File: src/rtl/gpu_circle_raster.sv
// gpu_circle_raster
//
// Midpoint-circle rasteriser for the GPU draw path. A job walks the first
// octant of the circle (tx from 0 up to the diagonal). Each step visits up to
// eight mirrored octant positions and emits each visible one as a pixel on a
// valid/ready stream. An 8-bit mask selects which octants take part.
// Off-screen positions are clipped. Points that two octants share on the axes
// or on the diagonal are emitted only once, by the lower-indexed octant.
//
// Ports
//   clk        in   clock
//   n_rst      in   asynchronous active-low reset
//   start      in   one-cycle job request, honoured only when idle
//   abort      in   cancels the current job; no done pulse follows
//   xc, yc     in   circle centre, latched at start
//   rad        in   radius, latched at start
//   oct_mask   in   octant enable mask (bit k = octant k), latched at start
//   busy       out  job in progress
//   done       out  one-cycle pulse when a job completes normally
//   pix_valid  out  pix_x/pix_y carry a visible pixel
//   pix_ready  in   consumer takes the pixel when pix_valid && pix_ready
//   pix_x      out  pixel x
//   pix_y      out  pixel y

module gpu_circle_raster #(
  parameter int WIDTH_BITS  = 10,
  parameter int HEIGHT_BITS = 9,
  parameter int SCREEN_W    = 640,
  parameter int SCREEN_H    = 480
) (
  input  logic                   clk,
  input  logic                   n_rst,
  input  logic                   start,
  input  logic                   abort,
  input  logic [WIDTH_BITS-1:0]  xc,
  input  logic [HEIGHT_BITS-1:0] yc,
  input  logic [WIDTH_BITS-1:0]  rad,
  input  logic [7:0]             oct_mask,
  output logic                   busy,
  output logic                   done,
  output logic                   pix_valid,
  input  logic                   pix_ready,
  output logic [WIDTH_BITS-1:0]  pix_x,
  output logic [HEIGHT_BITS-1:0] pix_y
);

  // Signed widths. Coordinates get two extra bits so that the centre plus or
  // minus the radius never wraps. The decision variable gets one more bit
  // for the 2(tx-ty)+5 update.
  localparam int CW = WIDTH_BITS + 2;
  localparam int FW = WIDTH_BITS + 3;

  localparam logic signed [CW-1:0] SCR_W = CW'(SCREEN_W);
  localparam logic signed [CW-1:0] SCR_H = CW'(SCREEN_H);

  typedef enum logic [1:0] {
    IDLE = 2'd0,
    SCAN = 2'd1,
    STEP = 2'd2,
    DONE = 2'd3
  } state_t;

  state_t                   state_q, state_d;
  logic signed [CW-1:0]     tx_q, tx_d;
  logic signed [CW-1:0]     ty_q, ty_d;
  logic signed [FW-1:0]     f_q, f_d;
  logic [2:0]               oct_idx_q, oct_idx_d;
  logic [WIDTH_BITS-1:0]    xc_q, xc_d;
  logic [HEIGHT_BITS-1:0]   yc_q, yc_d;
  logic [WIDTH_BITS-1:0]    rad_q, rad_d;
  logic [7:0]               mask_q, mask_d;
  logic                     busy_q, busy_d;
  logic                     done_q, done_d;
  logic                     pix_valid_q, pix_valid_d;
  logic [WIDTH_BITS-1:0]    pix_x_q, pix_x_d;
  logic [HEIGHT_BITS-1:0]   pix_y_q, pix_y_d;

  // Midpoint step candidates, computed from the current position.
  logic signed [FW-1:0]     tx_ext, ty_ext;
  logic signed [FW-1:0]     f_step;
  logic signed [CW-1:0]     tx_step, ty_step;

  // Octant evaluation of the next-state position.
  logic signed [CW-1:0]     xc_s, yc_s;
  logic signed [CW-1:0]     cx, cy;
  logic [2:0]               partner_axis, partner_diag;
  logic [7:0]               lower_mask;
  logic                     on_screen, skip_axis, skip_diag, skip_zero, emit;

  // State and datapath registers.
  always_ff @(posedge clk or negedge n_rst) begin
    if (!n_rst) begin
      state_q     <= IDLE;
      tx_q        <= '0;
      ty_q        <= '0;
      f_q         <= '0;
      oct_idx_q   <= '0;
      xc_q        <= '0;
      yc_q        <= '0;
      rad_q       <= '0;
      mask_q      <= '0;
      busy_q      <= 1'b0;
      done_q      <= 1'b0;
      pix_valid_q <= 1'b0;
      pix_x_q     <= '0;
      pix_y_q     <= '0;
    end else begin
      state_q     <= state_d;
      tx_q        <= tx_d;
      ty_q        <= ty_d;
      f_q         <= f_d;
      oct_idx_q   <= oct_idx_d;
      xc_q        <= xc_d;
      yc_q        <= yc_d;
      rad_q       <= rad_d;
      mask_q      <= mask_d;
      busy_q      <= busy_d;
      done_q      <= done_d;
      pix_valid_q <= pix_valid_d;
      pix_x_q     <= pix_x_d;
      pix_y_q     <= pix_y_d;
    end
  end

  // One midpoint iteration. A negative F keeps ty. Otherwise ty moves one
  // row towards the axis.
  always_comb begin
    tx_ext  = {tx_q[CW-1], tx_q};
    ty_ext  = {ty_q[CW-1], ty_q};
    tx_step = tx_q + CW'(1);
    if (f_q[FW-1]) begin
      f_step  = f_q + (tx_ext <<< 1) + FW'(3);
      ty_step = ty_q;
    end else begin
      f_step  = f_q + ((tx_ext - ty_ext) <<< 1) + FW'(5);
      ty_step = ty_q - CW'(1);
    end
  end

  // Next-state logic. A pending pixel that is not accepted freezes the scan.
  // abort wins over everything else.
  always_comb begin
    state_d   = state_q;
    tx_d      = tx_q;
    ty_d      = ty_q;
    f_d       = f_q;
    oct_idx_d = oct_idx_q;
    xc_d      = xc_q;
    yc_d      = yc_q;
    rad_d     = rad_q;
    mask_d    = mask_q;

    case (state_q)
      IDLE: begin
        if (start) begin
          state_d   = SCAN;
          xc_d      = xc;
          yc_d      = yc;
          rad_d     = rad;
          mask_d    = oct_mask;
          tx_d      = '0;
          ty_d      = $signed({2'b00, rad});
          f_d       = FW'(1) - $signed({3'b000, rad});
          oct_idx_d = '0;
        end
      end
      SCAN: begin
        if (!(pix_valid_q && !pix_ready)) begin
          if (oct_idx_q == 3'd7) begin
            state_d = STEP;
          end else begin
            oct_idx_d = oct_idx_q + 3'd1;
          end
        end
      end
      STEP: begin
        f_d       = f_step;
        tx_d      = tx_step;
        ty_d      = ty_step;
        oct_idx_d = '0;
        state_d   = (tx_step > ty_step) ? DONE : SCAN;
      end
      DONE: begin
        state_d = IDLE;
      end
      default: begin
        state_d = IDLE;
      end
    endcase

    if (abort) begin
      state_d = IDLE;
    end
  end

  // The pixel is evaluated from the next-state values and then registered.
  // This keeps pix_valid aligned with the octant index currently held, and it
  // makes the octant-0 pixel available in the first cycle after start.
  always_comb begin
    xc_s = $signed({2'b00, xc_d});
    yc_s = $signed({{(CW-HEIGHT_BITS){1'b0}}, yc_d});

    case (oct_idx_d)
      3'd0:    begin cx = xc_s + ty_d; cy = yc_s + tx_d; end
      3'd1:    begin cx = xc_s + tx_d; cy = yc_s + ty_d; end
      3'd2:    begin cx = xc_s - tx_d; cy = yc_s + ty_d; end
      3'd3:    begin cx = xc_s - ty_d; cy = yc_s + tx_d; end
      3'd4:    begin cx = xc_s - ty_d; cy = yc_s - tx_d; end
      3'd5:    begin cx = xc_s - tx_d; cy = yc_s - ty_d; end
      3'd6:    begin cx = xc_s + tx_d; cy = yc_s - ty_d; end
      default: begin cx = xc_s + ty_d; cy = yc_s - tx_d; end
    endcase

    on_screen = !cx[CW-1] && !cy[CW-1] && (cx < SCR_W) && (cy < SCR_H);

    // Octants that meet on an axis pair up as 7-0, 1-2, 3-4, 5-6. Octants
    // that meet on a diagonal pair up as 0-1, 2-3, 4-5, 6-7.
    partner_axis = oct_idx_d[0] ? (oct_idx_d + 3'd1) : (oct_idx_d - 3'd1);
    partner_diag = oct_idx_d ^ 3'd1;

    skip_axis = (tx_d == '0) && mask_d[partner_axis] && (partner_axis < oct_idx_d);
    skip_diag = (tx_d == ty_d) && mask_d[partner_diag] && (partner_diag < oct_idx_d);

    // A zero radius puts all eight octants on the centre point. Only the
    // lowest enabled octant emits it.
    lower_mask = (8'd1 << oct_idx_d) - 8'd1;
    skip_zero  = (rad_d == '0) && ((mask_d & lower_mask) != 8'd0);

    emit = mask_d[oct_idx_d] && on_screen && !skip_axis && !skip_diag && !skip_zero;

    pix_valid_d = (state_d == SCAN) && emit;
    pix_x_d     = pix_valid_d ? cx[WIDTH_BITS-1:0]  : pix_x_q;
    pix_y_d     = pix_valid_d ? cy[HEIGHT_BITS-1:0] : pix_y_q;
    busy_d      = (state_d == SCAN) || (state_d == STEP);
    done_d      = (state_d == DONE);
  end

  assign busy      = busy_q;
  assign done      = done_q;
  assign pix_valid = pix_valid_q;
  assign pix_x     = pix_x_q;
  assign pix_y     = pix_y_q;

endmodule
File: config.mk
export PLATFORM = sky130hd
export DESIGN_NAME = gpu_circle_raster
export DESIGN_NICKNAME = d
export VERILOG_FILES = /design/src/rtl/gpu_circle_raster.sv
export SDC_FILE = /design/constraint.sdc
export NUM_CORES = 1
export LEC_CHECK = 0
export ABC_CLOCK_PERIOD_IN_PS = 6290
export BUFFER_PORTS_ARGS = -buffer_cell sky130_fd_sc_hd__buf_2
export CAP_MARGIN = 20
export CORE_MARGIN = 3
export CORE_UTILIZATION = 55
export DETAILED_ROUTE_END_ITERATION = 16
export HOLD_SLACK_MARGIN = 0.1
export MAX_ROUTING_LAYER = met4
export PLACE_DENSITY = 0.76
export SLEW_MARGIN = 20
export SYNTH_ARGS = -nofsm -noshare
export SYNTH_HDL_FRONTEND = slang
export SYNTH_SLANG_ARGS = --single-unit
export TNS_END_PERCENT = 5
File: constraint.sdc
create_clock -name clk -period 6.29 [get_ports clk]
set_clock_uncertainty 0.2 [all_clocks]
set_input_delay 1.258 -clock clk [delete_from_list [all_inputs] [get_ports clk]]
set_output_delay 1.258 -clock clk [all_outputs]
set_load 0.03 [all_outputs]
* After elaboration in Yosys (flattened, before gate mapping) *
Cells that the tools add are included.
W data, S select, Z words.

word-level totals
  memories = 0
  logic and storage cells = 129
  register bits after elaboration = 101
  bits in latches = 0
  memory bits (read-only) = 0
  output and inout bits = 22
  input port bits = 42
  memory bits (writable) = 0

operators by class
  multiplexer cells = 35
  div/mod/pow operators = 0
  multipliers = 0
  reduce and logical (&&, ||, !) cells = 34
  bitwise operators = 2
  $add $sub $neg = 20
  equality and inequality tests = 15
  order comparisons = 8
  shifts and indexed selects = 1

operator list
  cell                     count
  $pmux W12 S3             2
  $pmux W12 S2             2
  $mux W10                 4
  $mux W12                 3
  $add A13 B13 Y13         2
  $mux W13                 2
  $pmux W13 S2             1
  $add A10 B12 Y12         2
  $add A11 B12 Y12         2
  $sub A10 B12 Y12         2
  $sub A11 B12 Y12         2
  $mux W9                  2
  $mux W8                  2
  $logic_and A1 B1 Y1      14
  $add A13 B3 Y13 const B  1
  $add A13 B4 Y13 const B  1
  $add A12 B2 Y12 const B  1
  $eq A12 B12 Y1           1
  $eq A3 B3 Y1 const B     4
  $gt A12 B12 Y1           1
  $logic_not A12 Y1        1
  $lt A12 B10 Y1 const B   1
  $lt A12 B11 Y1 const B   1
  $lt A3 B4 Y1 const B     3
  other kinds (30)         58

* Depth between registers and ports, before layout *
Gate-level depths: netlist of run 1.

  depth in word-level cells = 16
  depth in mapped cells = 31
  mapped depth without buffers = 25

* Worst setup path before layout of run 1 *
Ideal clock, no wire load.

  kind = input -> register
  from = input start
  to = register pix_x_q[0] (netlist: pix_x[0])
  stages = 29
  arrival = 7.106 ns
  setup slack = -1.141 ns
  setup time = 0.125 ns
  data required time = 5.965 ns
  buffers on the path = 6
  cells stage by stage = buf_2 -> o21bai_4 -> buf_2 -> clkbuf_1 -> and2_1 -> o31ai_1 -> nand2_1 -> inv_1 -> ha_1 -> clkbuf_1 -> nor2_1 -> clkbuf_1 -> nand2_1 -> o21ai_0 -> o21ai_0 -> a21oi_1 -> ha_1 -> and2_1 -> a31o_2 -> a311o_1 -> a21o_1 -> a21oi_1 -> o21ai_0 -> a21o_1 -> and4b_1 -> o211ai_1 -> a2111oi_4 -> buf_6 -> mux2_4

on the way
  longest elaborated chain between the ends = 14
  elaborated cells between the ends (all ways) = 80
  those cells by class = add/sub (11); order compare (4); eq/ne (8); shift (1); mux (26); bitwise (2); reduce/logical (28)

ends and longest elaborated chain
  element                                                                  RTL line  RTL
  start, declared                                                          33        input logic start,
  $mux W3 *                                                                155       if (start) begin
  $pmux W3 S3 *                                                            153       case (state_q)
  via oct_idx_d[1]                                                         67        logic [2:0] oct_idx_q, oct_idx_d;
  parallel branches: the longest is 12 deep, another holds $lt A12 B11 Y1  --
  end signal, assigned                                                     120       pix_x_q <= pix_x_d;
  end, declared                                                            75        logic [WIDTH_BITS-1:0] pix_x_q, pix_x_d;

Mark *: on every way through the listed nets, which the timed path passes. The select of a mux whose other input is x is not followed.
A chain may end at the register's enable or synchronous reset.

* Worst setup path in the final report of run 1 *
  from = input pix_ready
  to = register pix_x_q[5] (netlist: pix_x[5])

on the way
  longest elaborated chain between the ends = 16
  elaborated cells between the ends (all ways) = 59
  those cells by class = add/sub (3); order compare (4); eq/ne (7); shift (1); mux (14); bitwise (2); reduce/logical (28)

ends and longest elaborated chain
  element                                                                  RTL line  RTL
  start, declared                                                          42        input logic pix_ready,
  $logic_not A1 Y1 *                                                       168       if (!(pix_valid_q && !pix_ready)) begin
  $logic_and A1 B1 Y1 *                                                    168
  parallel branches: the longest is 14 deep, another holds $lt A12 B11 Y1  --

Every way passes the cells marked *. The select of a mux whose other input is x is not followed.

==> flow_metrics.py, run 1 <==
metrics = {
    "logic_synthesis": {
        "yosysUniqueCellTypes": 100,
        "ys_seq_elements": 101,
        "seq_area_frac_synth": 0.246,
        "syn-instance-count": 1252,
        "synth-main-ff-cell": "dfrtp_1",
        "synth-edff-count": 0,
        "synth_area_um2": 10300,
        "synth.avg_cell_area_um2": 8.20,
        "syn_nets": 1401,
        "async_flop_share": 1.00,
        "yosysWarnings": 0,
    },
    "timing": {
        "fin_tns_setup_ns": 0,
        "fmax_ghz": 0.160,
        "slew_headroom": 0.438,
        "setup_violations": 0,
        "period_share": 0.992,
        "rsz0062_at_grt": "true",
        "finalCriticalPeriod_ns": 6.24,
        "drv_slew": 0,
        "worst_pin_slew_ns": 0.832,
        "hold_viol": 0,
        "fin_ws_ns": 0.0500,
    },
    "placement": {
        "placed_area_um2": 12200,
        "post-place-ws_ns": -0.428,
        "port_buffers": 63,
        "place_hpwl_um": 28000,
        "gp_congestion": 1.02,
    },
    "run_status": {
        "status": "completed",
    },
    "worst_setup_path": {
        "arrival_ns": 6.28,
        "crit_fanout": 5,
        "cpMostUsedCell": "a21oi_2",
        "cp_slowest_cell": "or4_1",
        "critPathKind": "input pin to register",
        "crit_path_end_kind": "register",
        "reg2reg_slack_ns": 0.23,
        "start_kind": "input pin",
        "critPathMaxStageDelay_ns": 0.50,
        "cp.required_ns": 6.33,
    },
    "power_and_ir_drop": {
        "combPwrFrac": 0.686,
        "p_total_mw": 4.50,
        "seqPwrFrac": 0.191,
        "p_sw_mw": 1.98,
        "power_density_nw_per_um2": 348,
        "vdd.ir_drop.worst_uv": 370,
        "clockPowerShare": 0.124,
        "swShare": 0.441,
        "leakage_nw": 6.16,
        "p_int_mw": 2.51,
    },
    "floorplan": {
        "die-area_um2": 20400,
        "dieHeight_um": 143,
        "fp.dieW_um": 143,
        "start_util": 0.566,
        "ios": 64,
        "core_region_area_um2": 18100,
        "rows": 49,
    },
    "global_route": {
        "antenna_found_initial": 0,
        "grt_usage": 0.361,
        "overflow": 0,
        "grt_pass1_vias": 10241,
        "grt_first_pass_wirelength_um": 55600,
        "grt_max_degree": 57,
    },
    "clock_tree": {
        "cts_buffers": 9,
        "cts_buffer_depth": 2,
        "cts_tree": "done",
        "clkTransAtPathRegs_ns": 0.08,
        "clkLatencyLatePin_ns": 0.36,
        "root_buffer": "clkbuf_16",
        "numClockSinks": 101,
        "cts-htree-levels": 3,
    },
    "finish": {
        "n_antenna_cell": 0,
        "fin_nets": 1618,
        "areaGrowthSynthToFinish_pct": 25.8,
        "fillers": 1442,
        "final_area_um2": 12900,
        "layout_commonest_cell": "buf_4",
        "final_cell_mix": "buf_4 (189), nand2_1 (163), dfrtp_1 (101)",
        "drive_gt1_frac": 0.277,
        "fin_util": 0.712,
    },
    "drt": {
        "postRouteAntennaNets": 0,
        "vias": 10473,
        "first_iter_violations": 924,
        "wl_per_cell_um": 21.0,
        "avgViaCountPerCell": 6.15,
        "drc_errors": 0,
        "firstDrtPassIters": 5,
        "wirelength_um": 35800,
    },
    "hold_path": {
        "hold_path.class": "register to register",
    },
    "run": {
        "cap_violations": 0,
    },
}
cells by family after synthesis:
group / Yosys count / synth area share
buffers and inverters: 138 / 0.0557
multiplexers: 44 / 0.0531
flip-flops: 101 / 0.246
adder cells (fa/ha/maj): 107 / 0.135
AND/OR/NAND/NOR: 431 / 0.208
AO/OA/AOI/OAI: 341 / 0.225
XOR/XNOR: 90 / 0.0767
through the flow:
stage / hold WS, ns / cells
floorplan: 0.241 / 1252
global placement: 0.257 / 1670
detailed placement: 0.264 / 1670
CTS: 0.283 / 1690
global route: 0.320 / 1703
finish: 0.279 / 1703
layer usage:
layer  routed length [um]  GRT usage
met1                14500      0.444
met2                17100      0.590
met3                 2230     0.0496
met4                 1940      0.165
met5                    0          -
synth_stat cells (23+ instances only):
library cell	n	area share
a21oi_1	83	0.040
clkbuf_1	39	0.014
dfrtp_1	101	0.25
ha_1	101	0.12
inv_1	75	0.027
nand2_1	167	0.061
nand3_1	24	0.012
nor2_1	89	0.033
nor3_1	23	0.011
o21ai_0	75	0.037
xnor2_1	66	0.056
xor2_1	24	0.020
worst paths after layout:
path	startpoint	end	cells after the start
worst max-delay path	pix_ready	pix_x[5]	26
worst min-delay path	rad_q[7]	rad_q[7]	2
worst min register to register	rad_q[7]	rad_q[7]	2
worst max register to register	oct_idx_q[0]	pix_x[5]	26
min in group asynchronous	n_rst	rad_q[2]	1
max in group asynchronous	n_rst	pix_x[1]	2
critical path: cells and delay by family:
kind / cells / cell delay [ns]
multiplexers: 2 / 0.48
adder cells (fa/ha/maj): 2 / 0.40
buffers and inverters: 4 / 0.59
AND/OR/NAND/NOR: 7 / 1.78
AO/OA/AOI/OAI: 11 / 1.76
state kept, by name, summed over array words and instances, names as in the netlist, 2 cells and up:
name and flops:
f_q 13, mask_q 8, oct_idx_q 3, pix_x 10
pix_y 9, rad_q 10, state_q 2, tx_q 12
ty_q 12, xc_q 10, yc_q 9
layout make-up:
cell class | count | area [um2] | share of cell area
clock buffers | 11 | 243 | 0.0188
clock inverters | 5 | 42.5 | 0.00329
inverters | 80 | 318 | 0.0246
multi-input cells | 1013 | 7560 | 0.585
flip-flops and latches | 101 | 2530 | 0.196
well taps | 229 | 287 | 0.0222
repair buffers | 264 | 1950 | 0.151
repair_timing:
item | CTS | global route
setup buffers | 2 | 13
hold buffers | 0 | 0
setup endpoints to repair | 17 | 19
pin swaps | 2 | 48
resized for setup | 7 | 63
cloned | 2 | 1
power by group through the flow:
| stage | sequential (mW) | clock [mW] | combinational (mW) |
|---|---|---|---|
| final | 0.858 | 0.556 | 3.08 |
| after global routing | 0.871 | 0.587 | 3.36 |
| after CTS | 0.855 | 0.563 | 2.91 |
| after detailed placement | 0.866 | 0 | 2.87 |
| after global placement | 0.862 | 0 | 2.83 |
| after floorplan | 0.918 | 0 | 1.77 |
(Power assumes the default switching activity.)
==> run 2: changes to the inputs <==
Settings changed: PLACE_DENSITY 0.76 to 0.77.
==> run 2 against run 1 <==
Net effect: clock power hardly changed; core utilization is 2.6 points lower; sequential power hardly changed; flip-flop and latch count stayed put; via count is 0.88% lower; total power is 4.1% lower; sequential share of layout area is 0.74 points higher; critical endpoint unchanged.
==> flow_metrics.py, run 2 (synthesis gave the netlist of run 1 again) <==
metrics = {
    "clock_tree": {
        "clkTransAtPathRegs_ns": 0.08,
        "cts.repair_timing.setup_buffer_count": 0,
        "numClockSinks": 101,
        "cts_buffer_depth": 2,
        "cts-htree-levels": 3,
        "cts_tree": "done",
        "cts_buffers": 9,
        "ctsHoldBuffers": 0,
        "root_buffer": "clkbuf_16",
        "clkLatencyLatePin_ns": 0.37,
    },
    "placement": {
        "port_buffers": 63,
        "place_inst": 1661,
        "gp_congestion": 1.05,
        "place_hpwl_um": 27700,
        "placed_area_um2": 12100,
    },
    "worst_setup_path": {
        "crit_fanout": 20,
        "cp.required_ns": 6.34,
        "critPathKind": "input pin to register",
        "crit_path_end_kind": "register",
        "arrival_ns": 6.22,
        "start_kind": "input pin",
    },
    "finish": {
        "final_area_um2": 12500,
        "n_antenna_cell": 0,
        "fin_util": 0.686,
        "top_register": "f_q",
        "fin_cells": 1676,
        "drive_gt1_frac": 0.240,
        "fin_nets": 1592,
        "layout_commonest_cell": "buf_4",
        "final_cell_mix": "buf_4 (172), nand2_1 (165), dfrtp_1 (101)",
        "areaGrowthSynthToFinish_pct": 21.3,
        "largest_register_ff_count": 13,
        "largestRegisters": "f_q x13, tx_q x12, ty_q x12",
    },
    "power_and_ir_drop": {
        "combPwrFrac": 0.672,
        "seqPwrFrac": 0.199,
        "p_int_mw": 2.40,
        "leakage_nw": 5.95,
        "swShare": 0.444,
        "p_sw_mw": 1.92,
        "clockPowerShare": 0.129,
        "vdd.ir_drop.worst_uv": 286,
        "power_density_nw_per_um2": 346,
    },
    "drt": {
        "wirelength_um": 35000,
        "avgViaCountPerCell": 6.19,
        "postRouteAntennaNets": 0,
        "wl_per_cell_um": 20.9,
        "first_iter_violations": 1041,
        "firstDrtPassIters": 5,
        "vias": 10381,
        "drc_errors": 0,
    },
    "global_route": {
        "grt_first_pass_wirelength_um": 54500,
        "grt_pass1_vias": 10184,
        "antenna_found_initial": 0,
        "overflow": 0,
        "grt_max_degree": 61,
        "grt_usage": 0.354,
    },
    "run": {
        "cap_violations": 0,
    },
    "timing": {
        "whs_ns": 0.282,
        "rsz0062_at_grt": "true",
        "fin_tns_setup_ns": 0,
        "hold_viol": 0,
        "slew_headroom": 0.446,
        "fmax_ghz": 0.162,
        "finalCriticalPeriod_ns": 6.17,
        "setup_violations": 0,
        "period_share": 0.981,
        "drv_slew": 0,
        "worst_pin_slew_ns": 0.830,
    },
    "floorplan": {
        "fp.dieW_um": 143,
        "core_region_area_um2": 18100,
        "start_util": 0.566,
        "rows": 49,
        "die-area_um2": 20400,
        "ios": 64,
        "dieHeight_um": 143,
    },
    "run_status": {
        "status": "completed",
    },
    "hold_path": {
        "hold_path.class": "register to register",
    },
}
[run 2: routing by layer]
layer	vias to the layer above	global-route usage	routed length, um
met5	-	-	0
met4	0	0.187	2150
met3	132	0.0526	2310
met2	435	0.564	16100
met1	4928	0.435	14500
li1	4886	-	-
[run 2: critical path: stages]
cell,delay [ns]
buf_2,0.13
buf_4,0.16
buf_4,0.18
and3b_1,0.20
a211oi_2,0.26
o211ai_1,0.18
or4_4,0.57
xnor2_1,0.15
buf_4,0.16
o221ai_1,0.25
ha_1,0.32
o2111ai_1,0.12
nand2_1,0.08
or4_1,0.42
a21oi_1,0.14
nor2_1,0.08
o31ai_1,0.20
nor3_1,0.10
a211o_1,0.35
a2111oi_4,0.34
buf_12,0.25
mux2_4,0.32
[run 2: power by group through the flow]
stage / Combinational (mW) / Sequential [mW] / Clock [mW]
2_1_floorplan: 1.77 / 0.918 / 0
3_3_place_gp: 2.79 / 0.860 / 0
3_5_place_dp: 2.84 / 0.863 / 0
4_1_cts: 2.86 / 0.852 / 0.566
5_1_grt: 3.15 / 0.868 / 0.588
6_report: 2.90 / 0.857 / 0.558
[run 2: layout make-up]
class / instances / area (um2)
multi-input cells: 1013 / 7370
inverters: 80 / 315
fillers: 1545 / 5690
clock inverters: 5 / 42.5
flip-flops and latches: 101 / 2530
well taps: 229 / 287
repair buffers: 238 / 1670
clock buffers: 10 / 239
[run 2: final timing paths]
kind                               from        end  slack, ns  cells after the start
setup / recovery                  start   pix_x[5]       0.12                     22
min in group asynchronous         n_rst   rad_q[8]       0.76                      1
hold / removal                 rad_q[3]   rad_q[3]       0.28                      2
setup reg to reg           oct_idx_q[0]   pix_x[5]       0.31                     23
hold reg to reg                rad_q[3]   rad_q[3]       0.28                      2
max in group asynchronous         n_rst  mask_q[0]       4.05                      2
[run 2: timing repair]
item	4_1_cts	5_1_grt
hold endpoints to repair	0	0
gates cloned	0	0
endpoints found under the setup margin	13	20
pin swaps	0	1
resized for setup	1	15
[run 2: stage by stage]
step	power, mW	setup WS [ns]
after floorplan	2.69	-0.145
after global placement	3.65	-0.255
after detailed placement	3.70	-0.388
after CTS	4.28	0.0575
after global routing	4.60	-0.0595
final	4.31	0.117
